File: src/rtl/led_pattern_gen.sv
// LED/GPIO pattern generator: a prescaled step tick drives one of four patterns
// (binary count, bouncing scanner, PWM breathing, blink) onto N_OUT outputs.
// Ports: CLK, RST (sync, active-high), en (run/hold), mode (requested pattern),
//        out (registered pattern), step_tick (1-cycle step pulse), mode_cur (active mode).
module led_pattern_gen #(
  parameter int N_OUT    = 8,
  parameter int DIV      = 22,
  parameter int PWM_BITS = 8
) (
  input  logic             CLK,
  input  logic             RST,
  input  logic             en,
  input  logic [1:0]       mode,
  output logic [N_OUT-1:0] out,
  output logic             step_tick,
  output logic [1:0]       mode_cur
);

  localparam int PW = (N_OUT > 2) ? $clog2(N_OUT) : 1;
  localparam logic [PW-1:0] POS_MAX = PW'(N_OUT - 1);
  localparam logic [PW-1:0] POS_ONE = PW'(1);
  localparam logic [PWM_BITS-1:0] DUTY_MAX = '1;
  localparam logic [PWM_BITS-1:0] DUTY_ONE = PWM_BITS'(1);
  localparam logic [N_OUT-1:0] ONE_HOT0 = N_OUT'(1);

  logic [DIV-1:0]      r_pre;
  logic [PWM_BITS-1:0] r_pwm;
  logic [N_OUT-1:0]    r_cnt;
  logic [PW-1:0]       r_pos;
  logic                r_dir;
  logic [PWM_BITS-1:0] r_duty;
  logic                r_ddir;
  logic                r_blink;
  logic [1:0]          r_mode;
  logic [N_OUT-1:0]    r_out;
  logic                r_tick;

  logic                w_tick;
  logic [N_OUT-1:0]    w_cnt;
  logic [PW-1:0]       w_pos;
  logic                w_dir;
  logic [PWM_BITS-1:0] w_duty;
  logic                w_ddir;
  logic                w_blink;
  logic [1:0]          w_mode;
  logic [N_OUT-1:0]    w_out;

  assign out       = r_out;
  assign step_tick = r_tick;
  assign mode_cur  = r_mode;

  always_ff @(posedge CLK) begin
    if (RST) begin
      r_pre   <= '0;
      r_pwm   <= '0;
      r_cnt   <= '0;
      r_pos   <= '0;
      r_dir   <= 1'b0;
      r_duty  <= '0;
      r_ddir  <= 1'b0;
      r_blink <= 1'b0;
      r_mode  <= 2'd0;
      r_out   <= '0;
      r_tick  <= 1'b0;
    end else begin
      r_pwm   <= r_pwm + DUTY_ONE;
      if (en) r_pre <= r_pre + DIV'(1);
      r_cnt   <= w_cnt;
      r_pos   <= w_pos;
      r_dir   <= w_dir;
      r_duty  <= w_duty;
      r_ddir  <= w_ddir;
      r_blink <= w_blink;
      r_mode  <= w_mode;
      r_out   <= w_out;
      r_tick  <= w_tick;
    end
  end

  // dir/ddir: 0 = moving up, 1 = moving down
  always_comb begin
    w_tick  = en && (r_pre == '1);
    w_cnt   = r_cnt;
    w_pos   = r_pos;
    w_dir   = r_dir;
    w_duty  = r_duty;
    w_ddir  = r_ddir;
    w_blink = r_blink;
    w_mode  = r_mode;
    if (w_tick) begin
      if (mode != r_mode) begin
        // a switch consumes the tick: restart from reset state, no step
        w_mode  = mode;
        w_cnt   = '0;
        w_pos   = '0;
        w_dir   = 1'b0;
        w_duty  = '0;
        w_ddir  = 1'b0;
        w_blink = 1'b0;
      end else begin
        unique case (r_mode)
          2'd0: w_cnt = r_cnt + ONE_HOT0;
          2'd1: begin
            if (!r_dir) begin
              if (r_pos == POS_MAX) begin
                w_dir = 1'b1;
                w_pos = POS_MAX - POS_ONE;
              end else begin
                w_pos = r_pos + POS_ONE;
              end
            end else begin
              if (r_pos == '0) begin
                w_dir = 1'b0;
                w_pos = POS_ONE;
              end else begin
                w_pos = r_pos - POS_ONE;
              end
            end
          end
          2'd2: begin
            if (!r_ddir) begin
              if (r_duty == DUTY_MAX) begin
                w_ddir = 1'b1;
                w_duty = DUTY_MAX - DUTY_ONE;
              end else begin
                w_duty = r_duty + DUTY_ONE;
              end
            end else begin
              if (r_duty == '0) begin
                w_ddir = 1'b0;
                w_duty = DUTY_ONE;
              end else begin
                w_duty = r_duty - DUTY_ONE;
              end
            end
          end
          default: w_blink = ~r_blink;
        endcase
      end
    end
  end

  // decode the current (pre-update) state; out lags state by one cycle
  always_comb begin
    w_out = '0;
    unique case (r_mode)
      2'd0: w_out = r_cnt;
      2'd1: w_out = ONE_HOT0 << r_pos;
      2'd2: w_out = {N_OUT{r_pwm < r_duty}};
      default: w_out = {N_OUT{r_blink}};
    endcase
  end

endmodule
File: config.mk
export PLATFORM = sky130hd
export DESIGN_NAME = led_pattern_gen
export DESIGN_NICKNAME = d
export VERILOG_FILES = /design/src/rtl/led_pattern_gen.sv
export SDC_FILE = /design/constraint.sdc
export NUM_CORES = 1
export LEC_CHECK = 0
export CAP_MARGIN = 20
export CORE_ASPECT_RATIO = 1.2
export CORE_MARGIN = 10
export CORE_UTILIZATION = 59
export CTS_BUF_LIST = sky130_fd_sc_hd__clkbuf_16
export CTS_CLUSTER_SIZE = 10
export DETAILED_ROUTE_END_ITERATION = 6
export GPL_TIMING_DRIVEN = 0
export HOLD_SLACK_MARGIN = 0.12
export PLACE_DENSITY = 0.85
export SLEW_MARGIN = 20
export SYNTH_ARGS = -nofsm -noshare
export SYNTH_HDL_FRONTEND = slang
export SYNTH_SLANG_ARGS = --single-unit
File: constraint.sdc
create_clock -name CLK -period 2.55 [get_ports CLK]
set_input_delay 0.51 -clock CLK [delete_from_list [all_inputs] [get_ports CLK]]
set_output_delay 0.51 -clock CLK [all_outputs]
set_load 0.05 [all_outputs]
==> results.toml <==
[clock_network]
clockRootBuffer = "clkbuf_16"
cts_buffers = 9
clk_latency_ns = 0.33
tritoncts = "done"
clkTransAtPathRegs_ns = 0.05
cts_sinks = 63
post_cts_buffers = 0
htreeDepth = 3
cts_resized = 0
clockBufferDepth = 2
holdBufCountCts = 0

[global_routing]
grt.overflow.total = 0
grt_util_all_layers_pct = 17.2
antenna_found_initial = 0
grt_pass1_vias = 2999
grt_max_degree = 11
grt_pass1_wl_um = 13700

[yosys]
synthFlopType = "dfxtp_1"
async_reset_ff_share_pct = 0
synth_commonest_cells = "dfxtp_1 (63), nor2_1 (52), nand2_1 (34)"
yosysMostFrequentCell = "dfxtp_1"
yosys.area.top_type = "dfxtp_1"
ys_types = 55
synth-edff-count = 0
synth_nets = 450
yosys_register_bits = 63
synth_top_area_share_pct = 36.2
netlist_instances = 425
yosys_warnings = 0
synth_area_um2 = 3480
synth-seq-area-share_pct = 36.2
yosys-top-cells-area = "dfxtp_1 (36%), ha_1 (7.2%), nor2_1 (5.6%), xnor2_1 (5.0%), nand2_1 (3.7%)"
syn_avg_cell_area_um2 = 8.19

[placed_design]
place.gp.congestion = 0.899
post_dp_cell_area_um2 = 3720
hpwl_um = 5760
dp_cells = 519
io_buffers = 14
dp_slack_ns = 0.0587

[timing]
fin_tns_setup_ns = 0
report.final.slew_viol_count = 0
tightest_slew_ns = 0.602
post-route-min-period_ns = 2.27
final-setup-viol-count = 0
clock_skew_ns = 0.00498
hold_viol_final = 0
finalCritPeriodShare_pct = 89.0
setup_ws_ns = 0.281
slew_headroom_pct = 59.6
max_freq_mhz = 441
rsz0062_at_grt = "no"

[critical_path]
crit_type = "reg -> reg"
cp.required_ns = 2.74
crit_chain = "ha_1, nand2_1, or4_4, or2_1, clkbuf_1, o21ai_0, a21oi_1"
cp_slowest_stage_delay_ns = 0.47
slowest_stage = "or4_4"
start_kind = "flop"
end_kind = "flop"
cp_data_arrival_time_ns = 2.46
worstPathMaxFanout = 10

[cells_and_area]
stdcell_count = 534
final_cell_area_um2 = 4010
antennaDiodeCount = 0
nNetsFinal = 475
area_growth_pct = 15.1
drive_gt1_share_pct = 6.39

[power_and_ir_drop]
leakagePower_nw = 1.41
combPwrFrac_pct = 3.0
internal_power_w = 0.00175
p_switching_w = 0.000472
power_frac_seq_pct = 45.0
power.share.clock_pct = 52.0
power-per-cell-area_nw_per_um2 = 556
p_sw_share_pct = 21.2
vdd_ir_drop_max_uv = 361

[floorplanning]
die_area_um2 = 9380
row_count = 30
io-pin-count = 16
start_util_pct = 61.0
die_w_um = 90.1
core_um2 = 5710
fp.dieH_um = 104

[run_status]
status = "finished clean"

[route]
drtAntennaViolNets = 0
via_per_inst = 6.06
dr.pass1.iters = 5
wl_per_cell_um = 15.3
drt_iter0_drc = 258
drc = 0
drt-total-wl_um = 8160
vias = 3236

[worst_hold_path]
hp-class = "reg -> reg"

[flow_run]
drv_cap = 0
-- per-layer routing --
layer  routed length (µm)  share of wire (%)  vias to the layer above  GRT usage [%]
li1                     -                  -                     1574              -
met1                 3480                 43                     1507           20.2
met2                 3850                 47                      125           28.1
met3                  529                6.5                       30           4.19
met4                  300                3.7                        0           9.45
met5                    0                  0                        -              0
-- layout by cell type (no fill, tap or decap), drive strengths merged, types with 6 or more instances in the layout --
master | synthesis | layout
a21oi | 25 | 25
a31oi | 9 | 9
and4 | 6 | 6
clkbuf | 17 | 26
clkdlybuf4s50 | 0 | 14
dfxtp | 63 | 63
ha | 20 | 20
inv | 18 | 19
nand2 | 34 | 34
nand3 | 22 | 22
nand4 | 12 | 12
nor2 | 52 | 52
nor2b | 6 | 6
nor3 | 12 | 12
nor4 | 6 | 6
o21ai | 18 | 18
xnor2 | 20 | 20
xor2 | 12 | 12
-- path summary, 6_finish.rpt --
path | from | to | slack, ns | depth (start not counted)
worst max-delay path | r_pre[0]$_SDFFE_PP0P_ | r_duty[7]$_SDFFE_PP0P_ | 0.28 | 7
worst min-delay path | r_pwm[0]$_SDFF_PP0_ | r_pwm[0]$_SDFF_PP0_ | 0.48 | 1
worst max register to register | r_pre[0]$_SDFFE_PP0P_ | r_duty[7]$_SDFFE_PP0P_ | 0.28 | 7
worst min register to register | r_pwm[0]$_SDFF_PP0_ | r_pwm[0]$_SDFF_PP0_ | 0.48 | 1
-- layout make-up --
| type | instances | area [µm²] |
|---|---|---|
| Fill cell | 458 | 1700 |
| Inverter | 18 | 67.6 |
| Multi-Input combinational cell | 323 | 2060 |
| Buffer | 21 | 92.6 |
| Sequential cell | 63 | 1260 |
| Tap cell | 80 | 100 |
| Timing Repair Buffer | 14 | 140 |
| Clock inverter | 6 | 53.8 |
| Clock buffer | 9 | 225 |
-- critical path: cells and delay by family (launching register included) --
kind,cells,cell delay [ns]
fa+ha+maj,1,0.25
flops,1,0.42
simple gates,3,0.84
compound gates,2,0.34
buf+inv,1,0.27
-- power groups by stage --
stage | Clock (W) | Sequential (W) | Combinational, W
floorplan | 0 | 0.00102 | 0.0000440
global placement | 0 | 0.00102 | 0.0000632
detailed placement | 0 | 0.00102 | 0.0000651
CTS | 0.00116 | 0.00100 | 0.0000657
global route | 0.00121 | 0.00100 | 0.0000735
finish | 0.00116 | 0.00100 | 0.0000668
-- logic make-up (layout without fill, tap and decap cells) --
group	after synthesis	after routing	synth area share [%]
and+or+nand+nor	178	178	26.5
adders and majority gates	20	20	7.19
DFF	63	63	36.2
muxes	4	4	1.19
AOI/OAI and AO/OA	89	89	16.2
buffers and inverters	39	68	4.60
xor gates and xnor gates	32	32	8.05
-- state kept, by name, indices dropped and copies added, names as in the netlist --
signal,cells
r_pre,22
r_blink,1
r_ddir,1
r_pos,3
out,8
r_cnt,8
r_pwm,8
r_duty,8
step_tick,1
r_dir,1
mode_cur,2
-- stage by stage --
step                      power, W  util, %  hold WS, ns
after floorplan            0.00106        -        0.421
after global placement     0.00109     65.2        0.463
after detailed placement   0.00109     65.2        0.471
after CTS                  0.00223     70.1        0.484
after global routing       0.00229     70.2        0.500
final                      0.00223     70.2        0.485
(Power assumes the default switching activity.)
